--- src/rtl/ex_mem_stage.sv ---
// Execute stage of the 5-stage MIPS core: operand forwarding, ALU, iterative
// mult/div unit with HI/LO, and the EX/MEM pipeline register.
module ex_mem_stage #(
    parameter int MD_ITER = 32
) (
    input  logic        clk,
    input  logic        rst,
    input  logic        Reg_Write_E,
    input  logic        MemToReg_E,
    input  logic        Mem_Write_E,
    input  logic        ALU_Src_E,
    input  logic        Reg_Dest_E,
    input  logic [5:0]  ALU_Con_E,
    input  logic [31:0] RegA_E,
    input  logic [31:0] RegB_E,
    input  logic [31:0] Signlmm_E,
    input  logic [4:0]  Rt_E,
    input  logic [4:0]  Rd_E,
    input  logic [4:0]  Shamt_E,
    input  logic [1:0]  ForwardA_E,
    input  logic [1:0]  ForwardB_E,
    input  logic [31:0] Result_W,
    output logic [4:0]  Write_Reg_E,
    output logic        Stall_E,
    output logic        Reg_Write_M,
    output logic        MemToReg_M,
    output logic        Mem_Write_M,
    output logic [31:0] ALU_Out_M,
    output logic [31:0] Write_Data_M,
    output logic [4:0]  Write_Reg_M
);

    typedef enum logic [1:0] {MD_IDLE, MD_BUSY, MD_DONE} md_state_t;

    md_state_t   state_q, state_d;
    logic [4:0]  cnt_q, cnt_d;
    logic [1:0]  op_q, op_d;
    logic [31:0] opa_q, opa_d, opb_q, opb_d;
    logic [31:0] mag_q, mag_d;
    logic [31:0] acc_hi_q, acc_hi_d, acc_lo_q, acc_lo_d;
    logic [31:0] hi_q, hi_d, lo_q, lo_d;

    logic [31:0] src_a, fwd_b, src_b, alu_res;
    logic        is_md, in_signed;
    logic [31:0] abs_a, abs_b;

    always_comb begin
        case (ForwardA_E)
            2'b01:   src_a = Result_W;
            2'b10:   src_a = ALU_Out_M;
            default: src_a = RegA_E;
        endcase
        case (ForwardB_E)
            2'b01:   fwd_b = Result_W;
            2'b10:   fwd_b = ALU_Out_M;
            default: fwd_b = RegB_E;
        endcase
        src_b = ALU_Src_E ? Signlmm_E : fwd_b;
    end

    assign Write_Reg_E = Reg_Dest_E ? Rd_E : Rt_E;
    assign is_md       = (ALU_Con_E[5:2] == 4'b0110);
    assign in_signed   = ~ALU_Con_E[0];
    assign abs_a       = (in_signed && src_a[31]) ? -src_a : src_a;
    assign abs_b       = (in_signed && fwd_b[31]) ? -fwd_b : fwd_b;

    always_comb begin
        alu_res = 32'd0;
        case (ALU_Con_E)
            6'h20: alu_res = src_a + src_b;
            6'h22: alu_res = src_a - src_b;
            6'h24: alu_res = src_a & src_b;
            6'h25: alu_res = src_a | src_b;
            6'h26: alu_res = src_a ^ src_b;
            6'h27: alu_res = ~(src_a | src_b);
            6'h2A: alu_res = {31'd0, $signed(src_a) < $signed(src_b)};
            6'h2B: alu_res = {31'd0, src_a < src_b};
            6'h00: alu_res = src_b << Shamt_E;
            6'h02: alu_res = src_b >> Shamt_E;
            6'h03: alu_res = $signed(src_b) >>> Shamt_E;
            6'h10: alu_res = hi_q;
            6'h12: alu_res = lo_q;
            default: alu_res = 32'd0;
        endcase
    end

    // Iteration datapaths: mult shifts {carry,hi,lo} right, div shifts {rem,quot} left.
    logic [32:0] mul_sum, div_sh, div_diff;
    logic        div_ok;
    always_comb begin
        mul_sum  = {1'b0, acc_hi_q} + (acc_lo_q[0] ? {1'b0, mag_q} : 33'd0);
        div_sh   = {acc_hi_q, acc_lo_q[31]};
        div_diff = div_sh - {1'b0, mag_q};
        div_ok   = ~div_diff[32];
    end

    logic        md_signed, sign_diff;
    logic [63:0] prod_fix;
    logic [31:0] fin_hi, fin_lo;
    always_comb begin
        md_signed = ~op_q[0];
        sign_diff = md_signed & (opa_q[31] ^ opb_q[31]);
        prod_fix  = sign_diff ? -{acc_hi_q, acc_lo_q} : {acc_hi_q, acc_lo_q};
        fin_hi    = prod_fix[63:32];
        fin_lo    = prod_fix[31:0];
        if (op_q[1]) begin
            if (opb_q == 32'd0) begin
                fin_lo = 32'hFFFF_FFFF;
                fin_hi = opa_q;
            end else begin
                fin_lo = sign_diff ? -acc_lo_q : acc_lo_q;
                fin_hi = (md_signed && opa_q[31]) ? -acc_hi_q : acc_hi_q;
            end
        end
    end

    always_comb begin
        state_d  = state_q;
        cnt_d    = cnt_q;
        op_d     = op_q;
        opa_d    = opa_q;
        opb_d    = opb_q;
        mag_d    = mag_q;
        acc_hi_d = acc_hi_q;
        acc_lo_d = acc_lo_q;
        hi_d     = hi_q;
        lo_d     = lo_q;
        case (state_q)
            MD_IDLE: begin
                if (is_md) begin
                    state_d  = MD_BUSY;
                    cnt_d    = 5'd0;
                    op_d     = ALU_Con_E[1:0];
                    opa_d    = src_a;
                    opb_d    = fwd_b;
                    acc_hi_d = 32'd0;
                    acc_lo_d = ALU_Con_E[1] ? abs_a : abs_b;
                    mag_d    = ALU_Con_E[1] ? abs_b : abs_a;
                end
            end
            MD_BUSY: begin
                if (op_q[1]) begin
                    acc_hi_d = div_ok ? div_diff[31:0] : div_sh[31:0];
                    acc_lo_d = {acc_lo_q[30:0], div_ok};
                end else begin
                    acc_hi_d = mul_sum[32:1];
                    acc_lo_d = {mul_sum[0], acc_lo_q[31:1]};
                end
                if (cnt_q == 5'(MD_ITER - 1)) state_d = MD_DONE;
                else                          cnt_d   = cnt_q + 5'd1;
            end
            MD_DONE: begin
                hi_d    = fin_hi;
                lo_d    = fin_lo;
                state_d = MD_IDLE;
            end
            default: state_d = MD_IDLE;
        endcase
    end

    // Reset gates the stall so the front of the pipe is released at once.
    assign Stall_E = rst & (((state_q == MD_IDLE) & is_md) | (state_q == MD_BUSY));

    always_ff @(posedge clk or negedge rst) begin
        if (!rst) begin
            state_q  <= MD_IDLE;
            cnt_q    <= 5'd0;
            op_q     <= 2'd0;
            opa_q    <= 32'd0;
            opb_q    <= 32'd0;
            mag_q    <= 32'd0;
            acc_hi_q <= 32'd0;
            acc_lo_q <= 32'd0;
            hi_q     <= 32'd0;
            lo_q     <= 32'd0;
        end else begin
            state_q  <= state_d;
            cnt_q    <= cnt_d;
            op_q     <= op_d;
            opa_q    <= opa_d;
            opb_q    <= opb_d;
            mag_q    <= mag_d;
            acc_hi_q <= acc_hi_d;
            acc_lo_q <= acc_lo_d;
            hi_q     <= hi_d;
            lo_q     <= lo_d;
        end
    end

    always_ff @(posedge clk or negedge rst) begin
        if (!rst) begin
            Reg_Write_M  <= 1'b0;
            MemToReg_M   <= 1'b0;
            Mem_Write_M  <= 1'b0;
            ALU_Out_M    <= 32'd0;
            Write_Data_M <= 32'd0;
            Write_Reg_M  <= 5'd0;
        end else if (Stall_E) begin
            Reg_Write_M  <= 1'b0;
            MemToReg_M   <= 1'b0;
            Mem_Write_M  <= 1'b0;
        end else begin
            Reg_Write_M  <= Reg_Write_E & ~is_md;
            MemToReg_M   <= MemToReg_E;
            Mem_Write_M  <= Mem_Write_E;
            ALU_Out_M    <= alu_res;
            Write_Data_M <= fwd_b;
            Write_Reg_M  <= Write_Reg_E;
        end
    end

endmodule

--- config.mk ---
export PLATFORM = sky130hd
export DESIGN_NAME = ex_mem_stage
export DESIGN_NICKNAME = d
export VERILOG_FILES = /design/src/rtl/ex_mem_stage.sv
export SDC_FILE = /design/constraint.sdc
export NUM_CORES = 2
export LEC_CHECK = 0
export ABC_AREA = 1
export ABC_CLOCK_PERIOD_IN_PS = 5500
export CAP_MARGIN = 20
export CORE_ASPECT_RATIO = 1.4
export CORE_MARGIN = 1.5
export CORE_UTILIZATION = 45
export CTS_CLUSTER_SIZE = 14
export DETAILED_ROUTE_END_ITERATION = 6
export HOLD_SLACK_MARGIN = 0.06
export MAX_ROUTING_LAYER = met4
export PLACE_DENSITY_LB_ADDON = 0.2
export SETUP_SLACK_MARGIN = 0.1
export SLEW_MARGIN = 20
export SYNTH_ARGS = -nofsm -noshare
export SYNTH_HDL_FRONTEND = slang
export SYNTH_SLANG_ARGS = --single-unit
export TNS_END_PERCENT = 5
--- constraint.sdc ---
create_clock -name clk -period 5.5 [get_ports clk]
set_clock_uncertainty 0.2 [all_clocks]
set_input_delay 0.825 -clock clk [delete_from_list [all_inputs] [get_ports clk]]
set_output_delay 0.825 -clock clk [all_outputs]
set_load 0.02 [all_outputs]
; ---- Yosys cells after proc, flatten, opt, wreduce, memory -nomap -nowiden
; Index checks and enable logic that the tools add are counted.
[totals]
reg_bits = 305
elab_cells = 112
[classes]
n_bitwise = 14
n_lt_le_gt_ge = 2
eq_ne = 23
mux = 33
reduce_logical = 11
shift = 3
add_sub_neg = 10
[ops]
columns = cell, n
row1 = 2-to-1 mux 32 bit, 17
row2 = case mux 32 bit (13 select lines), 1
row3 = case mux 32 bit (2 select lines), 4
row4 = negator 32 bit, 4
row5 = less-than comparator 32 bit, 2
row6 = 2-to-1 mux 64 bit, 1
row7 = negator 64 bit, 1
row8 = "== test 6 bit, second input constant", 8
row9 = adder 32 x 32 -> 33 bit, 1
row10 = subtractor 33 x 32 -> 33 bit, 1
row11 = adder 32 bit, 1
row12 = bitwise AND 32 bit, 1
row13 = zero test 32 bit, 1
row14 = inverter 32 bit, 1
row15 = OR 32 bit, 1
row16 = << shifter 32 x 5 -> 32 bit, 1
row17 = >> shifter 32 x 5 -> 32 bit, 1
row18 = >>> shifter 32 x 5 -> 32 bit, 1
row19 = subtractor 32 bit, 1
row20 = bitwise XOR 32 bit, 1
row21 = 2-to-1 mux 5 bit, 3
row22 = "== test 6 x 2 -> 1 bit, second input constant", 2
row23 = "== test 6 x 5 -> 1 bit, second input constant", 2
row24 = case mux 5 bit (2 select lines), 1
row25 = 19 further kinds, 38

; ---- Longest topological paths before layout
[logic_depth]
ltp_word = 7
mapped_depth = 27
ltp_nobuf = 25

; ---- Worst setup path before layout
; OpenSTA, ideal clock, no wires.
[synth_path]
path_kind = in2reg
start = input ForwardA_E[0]
end = register ALU_Out_M[16]
t_arrival_ns = 3.771
cell_stages = 21
setup_slack_ns = 1.412
t_required_ns = 5.183
cell_sequence = inv_1 ha_1 inv_2 buf_6 or2_1 o21ai_0 inv_1 ha_1 inv_1 fa_1 inv_1 nand3_1 nand2_1 a21boi_0 o21ai_1 a21o_1 or2_0 a21oi_1 nand3_1 nand2_1 nand2_1
[synth_between]
elab_chain_len = 5
elab_cells_between_ends = 10
cone_classes = add/sub: 2 / eq/ne: 2 / mux: 2 / bitwise: 4
[synth_rtl]
columns = element, line_no
row1 = from (decl), 20  ; input logic [1:0] ForwardA_E,
row2 = == test 2 bit or == test 2 x 1 -> 1 bit (tied branches), 48  ; case (ForwardA_E)
row3 = case mux 32 bit (2 select lines) *, 48
row4 = branches (longest 2 deep; another with subtractor 32 bit), n/a
row5 = case mux 32 bit (13 select lines) *, 69  ; case (ALU_Con_E)
row6 = to (signal assigned), 206  ; ALU_Out_M <= alu_res;
row7 = to (decl), 28  ; output logic [31:0] ALU_Out_M,
; Mark *: on every way between the ends.
; A chain may end at the register's enable or synchronous reset.

; ---- Worst setup path in the final report
[layout_path]
start = input ForwardB_E[1]
end = register ALU_Out_M[15]
[layout_between]
elab_chain_len = 6
elab_cells_between_ends = 14
cone_classes = add/sub: 2 / eq/ne: 2 / shift: 3 / mux: 3 / bitwise: 4
[layout_rtl]
columns = element, line_no
row1 = from (decl), 21  ; input logic [1:0] ForwardB_E,
row2 = == test 2 bit or == test 2 x 1 -> 1 bit (tied branches), 53  ; case (ForwardB_E)
row3 = case mux 32 bit (2 select lines) *, 53
row4 = 2-to-1 mux 32 bit *, 58  ; src_b = ALU_Src_E ? Signlmm_E : fwd_b;
row5 = branches (longest 2 deep; another with subtractor 32 bit), n/a
row6 = case mux 32 bit (13 select lines) *, 69
; Marked as above.

==> results by group <==
Pwr
  • Leak: 19.2 nW
  • Power density cells: 534 mW/mm²
  • Worst IR Drop VDD: 276 µV

GRT
  • GR Overflow Total: 0
  • GRT Util Overall: a little over half
  • Global routing's busiest layer: met2
  • GRT met2 Usage: 80.6%
  • Number of global-route vias before repair: around 41,000
  • Largest net degree at the start of global routing: 100
  • Antenna violations before repair: 14
  • First-pass GRT wire length: slightly below 300,000 µm
  • Met3 usage: ~18%
  • Met1 usage: between 50% and 60%

Final layout
  • Nets@finish: 6,193
  • Share of cells above drive strength 1: under 10%
  • Final core utilization: 53.6%
  • Filler Cells Inserted: around 7,600
  • Synth-to-Final Area Change: 17.4%
  • Design Area, Final: just under 0.04 mm²

Synth
  • Register bit total from synthesis: about 310
  • Top post-synthesis cells by count: nand2_1 (1,619), nand3_1 (747), inv_1 (531)
  • Post-synth EDFFs: 0
  • Synth top area share: 22.9%
  • Mapped Area: 0.0333 mm²
  • Most common cell in the netlist: nand2_1
  • Syn nets: ~5,900
  • Async S/R FF share, synth: 100%
  • Post-synthesis instance total: between 5,000 and 6,000
  • Syn avg cell area: slightly below 6 µm²
  • Ranking of synthesized cells by area: dfrtp_1 (23%), nand2_1 (18%), nand3_1 (11%)
  • Largest area contributor in the netlist: dfrtp_1
  • Seq/Total Area, Yosys: between 20% and 30%
  • Most used DFF post-synth: dfrtp_1
  • Yosys warnings: 0
  • Synth unique cells: 50

Drt
  • Post-Route WL: a little over 200,000 µm
  • Via Count: about 43,000
  • 1st-pass router iterations: 7
  • DRC viols: between 40 and 50
  • Final ANT Viol Nets: 0
  • Vias/cell: roughly 6.3
  • Iteration-0 DRC Markers: 5,991
  • Wirelength per Cell: ~30 µm

Clock network
  • Clk sink count: 305
  • Longest Clk Path Bufs: 3
  • Skew-Pair Late Insertion Delay: between 0.6 and 0.7 ns
  • CTS clk-pin slew, worst paths: ~0.060 ns
  • CTS tree: built
  • Clock buffer count from CTS: 37
  • Setup bufs post-CTS: 0
  • Clock root buffer: clkbuf_16
  • H-Tree Depth: 2

Setup path
  • Max FO, Critical Path: 15
  • CP Class: in -> reg
  • Critical Path AT: 5.58 ns
  • Startpoint Class: input pin
  • Critical Path RT: just under 6 ns
  • CP endpoint kind: flop

Place
  • Post-detail-place hpwl: between 150,000 and 200,000 µm
  • Routability-driven placement congestion ratio: 1.16
  • Port buffer count: 237
  • Placed cell area: approximately 0.038 mm²
  • Pre-CTS WS: -0.0162 ns

Die
  • Die area: 0.0758 mm²
  • Starting Density: between 40% and 50%
  • # rows: roughly 120
  • Die X: 233 µm
  • Core ar.: between 0.07 and 0.08 mm²
  • Die height: approximately 330 µm
  • Top Ports: 238

Timing
  • Final min period: ~5.2 ns
  • Setup ws final: around 0.26 ns
  • Worst-margin pin slew: about 1.2 ns
  • Pins over their slew limit: 0
  • Final period util: between 90% and 100%
  • Slew HR: between 15 and 20%
  • Unrepaired setup endpoints after global routing: no
  • Hold Violations, Final: 0
  • Setup violations, final: 0
  • Maximum clock frequency: around 190 MHz

Status
  • Run status: complete, but fails checks
  • Violated checks: design-rule violations

Hold path
  • Hold WC Path Type: in -> async

Run
  • Max-Cap Viols: 0
[critical path, cell delays in order]
cell             delay (ns)
clkdlybuf4s50_1        0.50
ha_1                   0.58
buf_4                  0.22
nand2_1                0.05
nand3_1                0.10
nand3_1                0.15
nand2_1                0.42
inv_1                  0.12
ha_1                   0.36
inv_1                  0.10
a21oi_1                0.26
a21boi_0               0.29
nand3_1                0.16
nand2_1                0.14
a21oi_1                0.08
o21ai_0                0.59
buf_4                  0.22
a21oi_1                0.04
nand3_1                0.18
nand2_1                0.08
nand2_1                0.07
[cell families (layout without fill, tap and decap cells)]
group,count (synthesis),count (layout),share of synthesized area (%)
mux,5,5,0.169
compound gates,1078,1078,18.3
fa+ha+maj,174,174,6.62
xor+xnor,118,118,3.10
flops,305,305,22.9
other cells,0,16,0
simple gates,3111,3111,39.6
buf+inv,817,1095,9.31
[metal layers]
metal | vias to the layer above | wire, µm
li1 | 19200 | -
met1 | 19800 | 64000
met2 | 3134 | 87200
met3 | 1224 | 22000
met4 | 0 | 27800
met5 | - | 0
[sequential cells by signal, summed over array words and instances, names as in the netlist, 5 cells and up]
name / cells
lo_q: 32
cnt_q: 5
hi_q: 32
acc_hi_q: 32
opb_q: 32
acc_lo_q: 32
opa_q: 32
mag_q: 32
Write_Reg_M: 5
Write_Data_M: 32
ALU_Out_M: 32
[path summary, 6_finish.rpt]
kind	cells past startpoint	startpoint	slack [ns]	end
setup / recovery	21	ForwardB_E[1]	0.26	ALU_Out_M[15]
hold / removal	1	rst	0.08	Write_Data_M[2]
setup reg to reg	20	ALU_Out_M[8]	1.15	ALU_Out_M[15]
hold reg to reg	2	Write_Reg_M[4]	0.28	Write_Reg_M[4]
max in group asynchronous	3	rst	2.84	lo_q[30]
min in group clk	2	Write_Reg_M[4]	0.28	Write_Reg_M[4]
[cells in the final DEF (no fill, tap or decap), types with 21 or more instances in the layout]
master	count
a21oi_1	323
a22oi_1	42
a31oi_1	40
buf_4	241
clkbuf_16	37
clkdlybuf4s50_1	234
dfrtp_1	304
ha_1	170
inv_1	527
nand2_1	1618
nand3_1	747
nand4_1	75
nor2_1	494
nor3_1	56
nor4_1	22
o211ai_1	42
o21a_1	22
o21ai_0	445
o21ai_1	21
o22ai_1	30
or2_2	43
xor2_1	100
[timing repair]
action,in CTS,in global routing
gates resized for setup,0,1
hold buffers,0,0
setup endpoints to repair,0,1
[power breakdown]
group	internal (mW)	total [mW]	leakage, nW	switching, mW
clock network	1.66	2.84	0.643	1.18
registers	3.17	4.43	3.90	1.26
logic	4.20	13.6	14.7	9.42
total	9.03	20.9	19.2	11.9
[cell type report]
| cell class | instances | area [µm²] | share of cell area (%) |
|---|---|---|---|
| clock buffer | 46 | 1010 | 2.58 |
| sequential | 305 | 7640 | 19.5 |
| tap | 952 | 1190 | 3.04 |
| antenna | 16 | 40.0 | 0.102 |
| timing repair buffer | 482 | 4250 | 10.9 |
| inverter | 547 | 2050 | 5.24 |
| clock inverter | 20 | 329 | 0.841 |
| multi-input combinational | 4486 | 22600 | 57.8 |
[per-stage QoR]
step                TNS, ns  hold WS (ns)  power (mW)  instances
finish                    0        0.0774        20.9       6854
global route              0         0.124        22.0       6850
CTS                       0        0.0975        20.0       6837
detailed placement  -0.0162         0.257        17.1       6771
global placement    -0.0127         0.256        17.0       6771
floorplan                 0         0.248        12.1       5608
(Power assumes the default switching activity.)
